`src/rtl/fifo_wr_arbiter.sv`:
```
// Round-robin write arbiter feeding one FIFO write port from NREQ requesters.
// Define FIFO_WR_ARB_BURST_EN to let a granted requester keep the port for up to BURST_LEN beats.
module fifo_wr_arbiter #(
    parameter int NREQ        = 4,
    parameter int WRITE_WIDTH = 18,
    parameter int BURST_LEN   = 4
) (
    input  logic                        clk,
    input  logic                        reset,
    input  logic [NREQ-1:0]             req,
    input  logic [NREQ*WRITE_WIDTH-1:0] req_data,
    output logic [NREQ-1:0]             ack,
    input  logic                        full,
    input  logic                        afull,
    output logic                        we,
    output logic [WRITE_WIDTH-1:0]      wdata,
    output logic [2:0]                  gnt_id,
    output logic [15:0]                 wr_count
);

    if (NREQ < 2 || NREQ > 8) begin : g_bad_nreq
        $error("NREQ out of range");
    end
    if (BURST_LEN < 1 || BURST_LEN > 16) begin : g_bad_burst
        $error("BURST_LEN out of range");
    end

    logic                   r_we;
    logic [WRITE_WIDTH-1:0] r_wdata;
    logic [2:0]             r_gnt_id;
    logic [15:0]            r_wr_count;
    logic [2:0]             r_ptr;

    logic                   w_issue_ok;
    logic                   w_found;
    logic [2:0]             w_sel;
    logic [3:0]             w_idx;
    logic                   w_accept;
    logic [WRITE_WIDTH-1:0] w_sel_data;
    logic [2:0]             w_ptr_nxt;
    logic                   w_burst_hold;
    logic [2:0]             w_hold_id;

    // One slot left and a write already in flight counts as full.
    assign w_issue_ok = !full && !(r_we && afull);

    always_comb begin
        w_found = 1'b0;
        w_sel   = r_ptr;
        w_idx   = '0;
        if (w_burst_hold) begin
            w_found = 1'b1;
            w_sel   = w_hold_id;
        end else begin
            for (int k = 0; k < NREQ; k++) begin
                w_idx = {1'b0, r_ptr} + 4'(k);
                if (w_idx >= 4'(NREQ)) begin
                    w_idx = w_idx - 4'(NREQ);
                end
                for (int j = 0; j < NREQ; j++) begin
                    if (!w_found && w_idx == 4'(j) && req[j]) begin
                        w_found = 1'b1;
                        w_sel   = 3'(j);
                    end
                end
            end
        end
    end

    // Gating with reset keeps ack low for the whole reset window.
    assign w_accept = w_found && w_issue_ok && reset;

    always_comb begin
        ack        = '0;
        w_sel_data = '0;
        for (int i = 0; i < NREQ; i++) begin
            ack[i] = w_accept && (w_sel == 3'(i));
            if (w_sel == 3'(i)) begin
                w_sel_data = req_data[i*WRITE_WIDTH +: WRITE_WIDTH];
            end
        end
    end

    assign w_ptr_nxt = (w_sel == 3'(NREQ-1)) ? 3'd0 : w_sel + 3'd1;

    always_ff @(posedge clk or negedge reset) begin
        if (!reset) begin
            r_we       <= 1'b0;
            r_wdata    <= '0;
            r_gnt_id   <= '0;
            r_wr_count <= '0;
            r_ptr      <= '0;
        end else begin
            r_we <= w_accept;
            if (w_accept) begin
                r_wdata    <= w_sel_data;
                r_gnt_id   <= w_sel;
                r_wr_count <= r_wr_count + 16'd1;
                r_ptr      <= w_ptr_nxt;
            end
        end
    end

`ifdef FIFO_WR_ARB_BURST_EN
    // state   | meaning
    // S_IDLE  | no owner; round-robin search from r_ptr
    // S_BURST | r_burst_id owns the port while it requests and beats remain
    typedef enum logic {S_IDLE, S_BURST} state_t;

    state_t     r_state, w_state_nxt;
    logic [4:0] r_burst_cnt, w_burst_cnt_nxt;
    logic [2:0] r_burst_id, w_burst_id_nxt;
    logic       w_owner_req;

    always_comb begin
        w_owner_req = 1'b0;
        for (int i = 0; i < NREQ; i++) begin
            if (r_burst_id == 3'(i)) begin
                w_owner_req = req[i];
            end
        end
    end

    assign w_burst_hold = (r_state == S_BURST) && w_owner_req;
    assign w_hold_id    = r_burst_id;

    always_comb begin
        w_state_nxt     = r_state;
        w_burst_cnt_nxt = r_burst_cnt;
        w_burst_id_nxt  = r_burst_id;
        if (w_accept) begin
            if (w_burst_hold) begin
                if (r_burst_cnt + 5'd1 == 5'(BURST_LEN)) begin
                    w_state_nxt     = S_IDLE;
                    w_burst_cnt_nxt = '0;
                end else begin
                    w_burst_cnt_nxt = r_burst_cnt + 5'd1;
                end
            end else if (BURST_LEN > 1) begin
                w_state_nxt     = S_BURST;
                w_burst_cnt_nxt = 5'd1;
                w_burst_id_nxt  = w_sel;
            end else begin
                w_state_nxt     = S_IDLE;
                w_burst_cnt_nxt = '0;
            end
        end else if (r_state == S_BURST && !w_owner_req) begin
            w_state_nxt     = S_IDLE;
            w_burst_cnt_nxt = '0;
        end
    end

    always_ff @(posedge clk or negedge reset) begin
        if (!reset) begin
            r_state     <= S_IDLE;
            r_burst_cnt <= '0;
            r_burst_id  <= '0;
        end else begin
            r_state     <= w_state_nxt;
            r_burst_cnt <= w_burst_cnt_nxt;
            r_burst_id  <= w_burst_id_nxt;
        end
    end
`else
    assign w_burst_hold = 1'b0;
    assign w_hold_id    = 3'd0;
`endif

    assign we       = r_we;
    assign wdata    = r_wdata;
    assign gnt_id   = r_gnt_id;
    assign wr_count = r_wr_count;

endmodule

```
`config.mk`:
```
export PLATFORM = sky130hd
export DESIGN_NAME = fifo_wr_arbiter
export DESIGN_NICKNAME = d
export VERILOG_FILES = /design/src/rtl/fifo_wr_arbiter.sv
export SDC_FILE = /design/constraint.sdc
export NUM_CORES = 1
export LEC_CHECK = 0
export CORE_ASPECT_RATIO = 1.2
export CORE_MARGIN = 5
export CORE_UTILIZATION = 35
export DETAILED_ROUTE_END_ITERATION = 10
export PLACE_DENSITY = 0.66
export SYNTH_ARGS = -nofsm -noshare
export SYNTH_HDL_FRONTEND = slang
export SYNTH_SLANG_ARGS = --single-unit
```
`constraint.sdc`:
```
create_clock -name clk -period 10.35 [get_ports clk]
set_clock_uncertainty 0.15 [all_clocks]
set_input_delay 1.5525 -clock clk [delete_from_list [all_inputs] [get_ports clk]]
set_output_delay 1.5525 -clock clk [all_outputs]
set_load 0.005 [all_outputs]
```
# After elaboration in Yosys (flattened, before gate mapping)
# Cells that the tools add are included.
op_classes:
  n_eq_ne: 15
  addsub: 9
  n_lt_le_gt_ge: 4
  mux: 41
  n_reduce_logical: 61
op_table:
  columns: ["operator", "n"]
  rows:
  - ["$mux 18", 4]
  - ["$mux 3", 17]
  - ["$logic_and 1x1->1", 39]
  - ["$eq 4x2->1 const B", 8]
  - ["$logic_not 1->1", 17]
  - ["$add 16x1->16 const B", 1]
  - ["$eq 4x1->1 const B", 4]
  - ["$logic_not 4->1", 4]
  - ["$mux 1", 16]
  - ["$mux 4", 4]
  - ["$ge 4x3->1 const B", 3]
  - ["$sub 4x3->4 const B", 3]
  - ["$add 3x2->4 const B", 2]
  - ["$eq 3x2->1 const B", 2]
  - ["$add 3x1->4 const B", 1]
  - ["$sub 3x3->4 const B", 1]
  - ["$add 3x1->3 const B", 1]
  - ["$eq 3x1->1 const B", 1]
  - ["$ge 3x3->1 const B", 1]
  - ["$logic_not 3->1", 1]
totals:
  input_bits: 80
  out_inout_bits: 42
  regBits: 41
  wordCells: 135

# Logic depth before layout (Yosys ltp)
# Gate-level depths: netlist (run 1).
depth:
  word_depth: 70
  depth_mapped: 23
  mapped_depth_nobuf: 19

# Worst setup path after synthesis (run 1)
# Ideal clock, no wire load.
synth_path:
  path_kind: "input-to-output"
  from: "in req[0]"
  to: "out ack[1]"
  t_arrival_ns: 3.519
  path_buffers: 2
  stages: 9
  slack_ns: 5.128
  path_cell_list: "nand2b_1 or4b_2 a21oi_1 o21ai_0 inv_1 ha_1 clkbuf_1 clkbuf_1 and2_1"
synth_via:
  word_cells_on_any_way: 82
  classes_between: "1 x eq/ne; 32 x mux; 49 x reduce/logical"
synth_lines:
  columns: ["element", "line_no", "rtl"]
  rows:
  - ["start, declared", "10", "input logic [NREQ-1:0] req,"]
  - ["$logic_and 1x1->1", "61", "if (!w_found && w_idx == 4'(j) && req[j]) begin"]
  - ["$mux 1", "61", null]
  - ["$logic_not 1->1", "61", null]
  - ["$logic_and 1x1->1 (2 in series)", "61", null]
  - ["$mux 1", "61", null]
  - ["$logic_not 1->1", "61", null]
  - ["$logic_and 1x1->1 (2 in series)", "61", null]
  - ["$mux 1", "61", null]
  - ["(+45 left out)", null, null]
  - ["$logic_and 1x1->1 (2 in series)", "61", null]
  - ["$mux 1", "61", null]
  - ["$logic_not 1->1", "61", null]
  - ["$logic_and 1x1->1 (2 in series)", "61", null]
  - ["$mux 3 *", "61", null]
  - ["named net w_sel[1]", "36", "logic [2:0] w_sel;"]
  - ["$eq 3x1->1 *", "77", "ack[i] = w_accept && (w_sel == 3'(i));"]
  - ["$logic_and 1x1->1 *", "77", null]
  - ["end, declared", "12", "output logic [NREQ-1:0] ack,"]
# The timed path passes the listed nets; every way through them passes the cells marked *.

# Worst setup path in the final report (run 1)
layout_path:
  from: "in req[0]"
  to: "out ack[3]"
layout_via:
  word_cells_on_any_way: 82
  classes_between: "1 x eq/ne; 32 x mux; 49 x reduce/logical"
layout_lines:
  columns: ["element", "line_no"]
  rows:
  - ["$logic_and 1x1->1", "61"]
  - ["$mux 1", "61"]
  - ["$logic_not 1->1", "61"]
  - ["$logic_and 1x1->1 (2 in series)", "61"]
  - ["$mux 1", "61"]
  - ["$logic_not 1->1", "61"]
  - ["$logic_and 1x1->1 (2 in series)", "61"]
  - ["$mux 1", "61"]
  - ["(+45 left out)", null]
  - ["$logic_and 1x1->1 (2 in series)", "61"]
  - ["$mux 1", "61"]
  - ["$logic_not 1->1", "61"]
  - ["$logic_and 1x1->1 (2 in series)", "61"]
  - ["$mux 3 *", "61"]
  - ["named net w_sel[0]", "36"]
  - ["$eq 3x2->1 *", "77"]
  - ["$logic_and 1x1->1 *", "77"]
# Marked as above.

==> results by group, run 1 <==
Critical path
  – Crit-path max FO: 37
  – Slowest cell on crit path: clkdlybuf4s50_1
  – Req. time, crit path: 8.65 ns
  – Startpoint types: input port
  – Worst EP arrival: ~4.7 ns
  – FF-to-FF path depth: 19
  – Setup slack, reg-to-reg: ~5.0 ns
  – Most used cell, CP: clkdlybuf4s50_1
  – Crit Path Class: in2out
  – R2r endpoint: wdata[10]
  – CP max stage delay: just under 0.6 ns
  – R2r startpoint: r_ptr[1]
  – Crit. End Element: primary output
  – Worst path cell trace: clkdlybuf4s50_1, nand2b_1, nor2b_1, o21ai_1, mux2_2, a21oi_1, a311oi_2, ha_1, buf_4, inv_1, nor2_1, clkdlybuf4s50_1

Clock tree
  – Clock tree buffer depth: 2
  – CTS H-tree lvls: 2
  – PostCTS Resize Cnt: 0
  – Num CTS Buffers: 5
  – Post-CTS Setup Bufs: 0
  – CTS tree: built
  – Clock latency on the worst-skew pair: slightly below 0.3 ns
  – Clock Pin Slew Worst Setup and Hold Paths: around 0.090 ns
  – Clock sink total: 41
  – Hold buffer count at CTS: 0
  – Clk root buf: clkbuf_8

Min path
  – Min-Delay Path Class: reg2reg
  – Hold Crit Depth: 2
  – Min-Delay Startpoint: wdata[16]
  – Worst Hold Path EP: wdata[16]

GRT
  – GRT Residual Overflow: 0
  – Tot GR Track Use: 16.15%
  – First-pass GRT wire length: 13,190 um
  – Antenna violations before repair: 0
  – Largest net degree at the start of global routing: 52
  – Number of global-route vias before repair: around 2,800

STA
  – Max frequency: 157.4 MHz
  – Relative slew slack: approximately a quarter
  – Slew @ Worst Pin: about 1.1 ns
  – Max-slew violations: 0
  – Fin crit period: about 6.4 ns
  – # setup viols final: 0
  – Final Hold Fails: 0
  – TNS Setup: 0 ns
  – RSZ-0062 raised after global routing: false
  – Worst hold slack: 0.3280 ns
  – Final Cycle Share: 61.37%

Synthesis
  – Mean area per synthesized cell: 8.149 um2
  – Post-synth top area cell: dfrtp_1
  – Top FF cell, synth: dfrtp_1
  – Synth warnings: 0
  – Seq cells post-synth: 41
  – Post-synthesis sequential area ratio: 36.08%
  – Top cells by area, synth: dfrtp_1, a21oi_1, nor2_1
  – Post-synth cell types: 48
  – Syn_nets: between 400 and 500
  – Post-synth top area share: between 30% and 40%
  – Syn Std Cell Area: roughly 2800 um2
  – EDFF count, synth: 0
  – Async SR Flop Fraction: 100.0%
  – Gate Count Post-Synth: ~350

Detailed routing
  – Vias/cell: roughly 5.2
  – Antenna-violating nets left: 0
  – WL final: between 8000 and 9000 um
  – First-pass DRT Iterations: 7
  – Via count: 2,867
  – Initial DRC count: 103
  – DRC: 0
  – DR WL/cell: roughly 15 um

Final layout
  – Share of cells above drive strength 1: just over 6%
  – Sequential Area: a little over 1000 um2
  – Diodes inserted: 0
  – Final nets: 545
  – Footprint of the multi-input gates: approximately 1700 um2
  – Design area: 4205 um2
  – Synthesis-to-layout area growth: 47.87%
  – Fill cells: 797

Pwr
  – Maximum vdd ir drop: 0.0001451 V
  – Leakage: between 1.5 and 2 nW
  – P per Cell Area: about 250 nW/um2

Floorplan
  – Ports: 122
  – Chip width: about 92 um
  – Chip height: 108.7 um
  – Initial Util: between 30% and 40%
  – Row Count: 36
  – Core area: 8018 um2
  – Die Footprint: ~10,000 um2

Placed design
  – RD Place Congestion: 0.8092
  – HPWL Detailed: ~6400 um
  – Placed Area: between 4000 and 5000 um2
  – Port Buf Inserts: ~120

Outcome
  – Outcome: finished, final reports clean

Run
  – Maxcap violations: 0
==> cell families after synthesis <==
group / after synthesis / synth area share, %
AOI/OAI and AO/OA: 108 / 24.33
and+or+nand+nor: 134 / 23.49
DFF: 41 / 36.08
adders and majority gates: 9 / 3.960
xor gates and xnor gates: 17 / 5.235
muxes: 3 / 1.188
buffers and inverters: 37 / 5.719
==> registers in the layout, indices dropped and copies added, names as in the netlist <==
name,cells
r_ptr,3
wr_count,16
gnt_id,3
wdata,18
we,1
==> metrics by stage <==
stage	power, mW	setup slack (ns)	utilization (%)	cells
detailed placement	0.9225	4.028	51.05	544
finish	1.047	3.998	52.45	552
floorplan	0.6998	5.128	-	349
CTS	1.058	4.018	52.45	552
global route	1.158	3.635	52.45	552
global placement	0.9116	4.155	51.05	544
==> synthesized netlist by cell type, drive strengths merged (2+ instances only) <==
library cell / count
a21boi: 2
a21o: 2
a21oi: 43
a22oi: 18
a31oi: 2
and2: 6
and3: 4
buf: 14
clkbuf: 12
dfrtp: 41
ha: 9
inv: 11
mux2: 3
nand2: 32
nand2b: 5
nand3: 8
nand3b: 4
nand4: 7
nand4b: 2
nor2: 46
nor2b: 4
nor3: 9
nor4: 2
o21ai: 13
o31ai: 19
or4b: 2
xnor2: 7
xor2: 10
==> power breakdown <==
| group | internal (mW) | switching (mW) | total [mW] |
|---|---|---|---|
| registers | 0.207 | 0.0609 | 0.268 |
| logic | 0.298 | 0.349 | 0.647 |
| clock network | 0.0724 | 0.0596 | 0.132 |
| total | 0.577 | 0.469 | 1.05 |
==> critical path: cells and delay by family <==
kind            cells  cell delay (ns)
compound gates      3             0.76
fa+ha+maj           1             0.23
mux                 1             0.20
buf+inv             4             1.50
simple gates        3             0.39
==> area by class of cell <==
class                           instances  share of cell area [%]
Clock buffer                            5                   1.636
Clock inverter                          3                   1.041
Inverter                               11                  0.9819
Multi-Input combinational cell        271                   39.54
Sequential cell                        41                   24.40
Tap cell                               95                   2.827
Timing Repair Buffer                  126                   29.57
==> per-layer routing <==
metal	track usage, %	part of all wire, %	vias to the layer above
li1	-	-	1461
met1	19.16	41	1300
met2	28.76	50	102
met3	4.900	8.6	4
met4	3.715	0.78	0
met5	0	0	-
==> worst max-delay path by stage <==
| stage | start | end | slack, ns | cells after the start |
|---|---|---|---|---|
| final | req[0] | ack[3] | 4.00 | 12 |
| after global routing | r_ptr[1] | ack[3] | 3.63 | 15 |
| after CTS | req[0] | ack[3] | 4.02 | 12 |
| after detailed placement | req[0] | ack[3] | 4.03 | 11 |
| after global placement | req[0] | ack[3] | 4.15 | 11 |
| after floorplan | req[0] | ack[1] | 5.13 | 9 |
==> cells in the final DEF (no fill, tap or decap), types with 2 or more instances in the layout <==
cell type and instances:
nor3_2 4, a21o_1 2, clkdlybuf4s50_1 120, xor2_1 10, a22oi_1 18, clkbuf_8 5, mux2_2 3, nand2b_1 5
xnor2_1 7, ha_1 9, a21oi_1 43, nor2_1 45, and2_1 6, nor3_1 5, o21ai_0 6, o31ai_1 19
nand3b_1 4, nor2b_1 4, a31oi_1 2, nor4_1 2, inv_1 10, and3_1 4, o21ai_2 2, a21boi_0 2
buf_4 5, nand4_1 7, o21ai_1 4, nand2_1 32, dfrtp_1 41, nand4b_1 2, nand3_1 8
(Power assumes the default switching activity.)
==> run 2: changes to the inputs <==
==> constraint.sdc (replaced) <==
create_clock -name clk -period 6.7 [get_ports clk]
set_clock_uncertainty 0.15 [all_clocks]
set_input_delay 1.005 -clock clk [delete_from_list [all_inputs] [get_ports clk]]
set_output_delay 1.005 -clock clk [all_outputs]
set_load 0.005 [all_outputs]
==> run 2 against run 1 <==
Cell area rose by 0.18%; critical endpoint is now ack[2]; combinational power rose by 53%; global-route usage fell by 0.40 points; critical path depth rose by 1; flip-flop and latch count did not move; critical path type is now reg2out; count of clock-buffer cells in the layout did not move; largest power group unchanged; total power rose by 53%; highest routed layer unchanged; non-clock buffer count rose by 1; sequential share of layout area barely moved; utilization rose by 0.094 points.
==> results by group, run 2 (synthesized netlist as in run 1, its figures left out) <==
Clock tree
  – Num CTS Buffers: 5 (unchanged)
  – PostCTS Resize Cnt: 0 (unchanged)
  – Clk root buf: clkbuf_8
  – Clock latency on the worst-skew pair: 0.29 ns (about the same)
  – Clock tree buffer depth: 2 (unchanged)
  – CTS H-tree lvls: 2 (unchanged)
  – Clock Pin Slew Worst Setup and Hold Paths: 0.09 ns (about the same)
  – Post-CTS Setup Bufs: 0 (unchanged)
  – Hold buffer count at CTS: 0 (unchanged)
  – CTS tree: built
  – Clock sink total: 41 (unchanged)

Pwr
  – Maximum vdd ir drop: 0.0002467 V (+70%)
  – P per Cell Area: 381.3 nW/um2 (+53%)
  – Design Power: 1.606 mW (+53%)
  – Leakage: 1.748 nW (+0.31%)

Critical path
  – Startpoint types: flop
  – Crit Path Class: reg2out
  – Crit-path max FO: 37 (unchanged)
  – Worst EP arrival: 4.45 ns (-0.20 ns)
  – Crit. End Element: primary output
  – Req. time, crit path: 5.54 ns (-3.11 ns)

Detailed routing
  – Via count: 2,851 (-0.56%)
  – Antenna-violating nets left: 0 (unchanged)
  – WL final: 8057 um (-2.2%)
  – DRC: 0 (unchanged)
  – DR WL/cell: 14.57 um (-2.4%)
  – First-pass DRT Iterations: 4 (-3)
  – Vias/cell: 5.156 (-0.74%)
  – Initial DRC count: 72 (-30%)

STA
  – Final Hold Fails: 0 (unchanged)
  – Fin crit period: around 5.6 ns
  – RSZ-0062 raised after global routing: false
  – Final Cycle Share: about 84%
  – Slew @ Worst Pin: 1.139 ns (-0.003219 ns)
  – PnR worst setup slack: 1.094 ns (-2.903 ns)
  – Worst hold slack: 0.3263 ns (-0.001677 ns)
  – TNS Setup: 0 ns (unchanged)
  – Max-slew violations: 0 (unchanged)
  – Max frequency: roughly 180 MHz
  – Relative slew slack: 23.92% (+0.22 points)
  – # setup viols final: 0 (unchanged)

Outcome
  – Outcome: finished, final reports clean

Floorplan
  – Chip height: 108.7 um (unchanged)
  – Chip width: 92.29 um (unchanged)
  – Core area: 8018 um2 (unchanged)
  – Die Footprint: 10,040 um2 (unchanged)
  – Row Count: 36 (unchanged)
  – Ports: 122 (unchanged)
  – Initial Util: 35.47% (unchanged)

Placed design
  – RD Place Congestion: 0.8696 (+7.5%)
  – Setup WS pre-CTS: 1.433 ns (-2.595 ns)
  – Port Buf Inserts: 121 (unchanged)
  – Placed Area: 4100 um2 (+0.18%)
  – DP Cell Count: 545 (+0.18%)
  – HPWL Detailed: 6257 um (-2.8%)

Final layout
  – Design area: 4213 um2 (+0.18%)
  – Sequential Area: 1026 um2 (unchanged)
  – Most common cell after layout, fill and taps aside: clkdlybuf4s50_1
  – Fill cells: 791 (-0.75%)
  – Final nets: 546 (+0.18%)
  – Final core occ: 52.54% (+0.094 points)
  – Fin cells: 553 (+0.18%)
  – Share of cells above drive strength 1: 6.332% (+0.20 points)
  – Max FFs per register: 18 (unchanged)
  – Footprint of the multi-input gates: 1663 um2 (unchanged)
  – Synthesis-to-layout area growth: 48.13%
  – Diodes inserted: 0 (unchanged)
  – Commonest cells after routing, fill and taps aside: clkdlybuf4s50_1, nor2_1, a21oi_1

GRT
  – First-pass GRT wire length: 12,980 um (-1.6%)
  – Antenna violations before repair: 0 (unchanged)
  – GRT Residual Overflow: 0 (unchanged)
  – Number of global-route vias before repair: 2,805 (+0.68%)
  – Largest net degree at the start of global routing: 52 (unchanged)
  – Tot GR Track Use: 15.76% (-0.40 points)

Run
  – Maxcap violations: 0 (unchanged)

Min path
  – Min-Delay Path Class: reg2reg
==> run 2: final cells by class <==
cell class                 count  share of cell area (%)
clock buffer                   5                   1.634
multi-input combinational    271                   39.47
tap                           95                   2.822
sequential                    41                   24.35
timing repair buffer         127                   29.70
inverter                      11                  0.9801
clock inverter                 3                   1.040
==> run 2: layer usage <==
layer,share of wire [%],vias to the layer above,GRT usage (%)
met5,0,-,0
met4,0.77,0,3.503
met3,8.3,4,4.348
met2,48,106,28.18
met1,42,1280,18.89
li1,-,1461,-
==> run 2: where the power goes <==
part           internal [mW]  switching (mW)  total (mW)
Combinational          0.461           0.532       0.993
Clock                  0.112          0.0910       0.203
Sequential             0.319          0.0915       0.411
==> run 2: worst max-delay path: stages, from the launching register on <==
cell	delay (ns)
dfrtp_1	0.78
nand2_1	0.19
xnor2_1	0.19
ha_1	0.35
or4b_1	0.57
o21ai_1	0.13
o21ai_2	0.13
nand4b_1	0.12
nor2_1	0.06
o21ai_0	0.40
ha_1	0.24
buf_4	0.31
and2_1	0.17
clkdlybuf4s50_1	0.50
==> run 2: path summary, 6_finish.rpt <==
path | start | endpoint | slack, ns | cells past startpoint
worst max-delay path | r_ptr[1] | ack[2] | 1.09 | 13
worst min-delay path | wr_count[15] | wr_count[15] | 0.33 | 1
worst max register to register | r_ptr[1] | wdata[14] | 1.36 | 19
worst min register to register | wr_count[15] | wr_count[15] | 0.33 | 1
max in group asynchronous | reset | wdata[17] | 5.40 | 2
min in group asynchronous | reset | wr_count[12] | 0.61 | 2
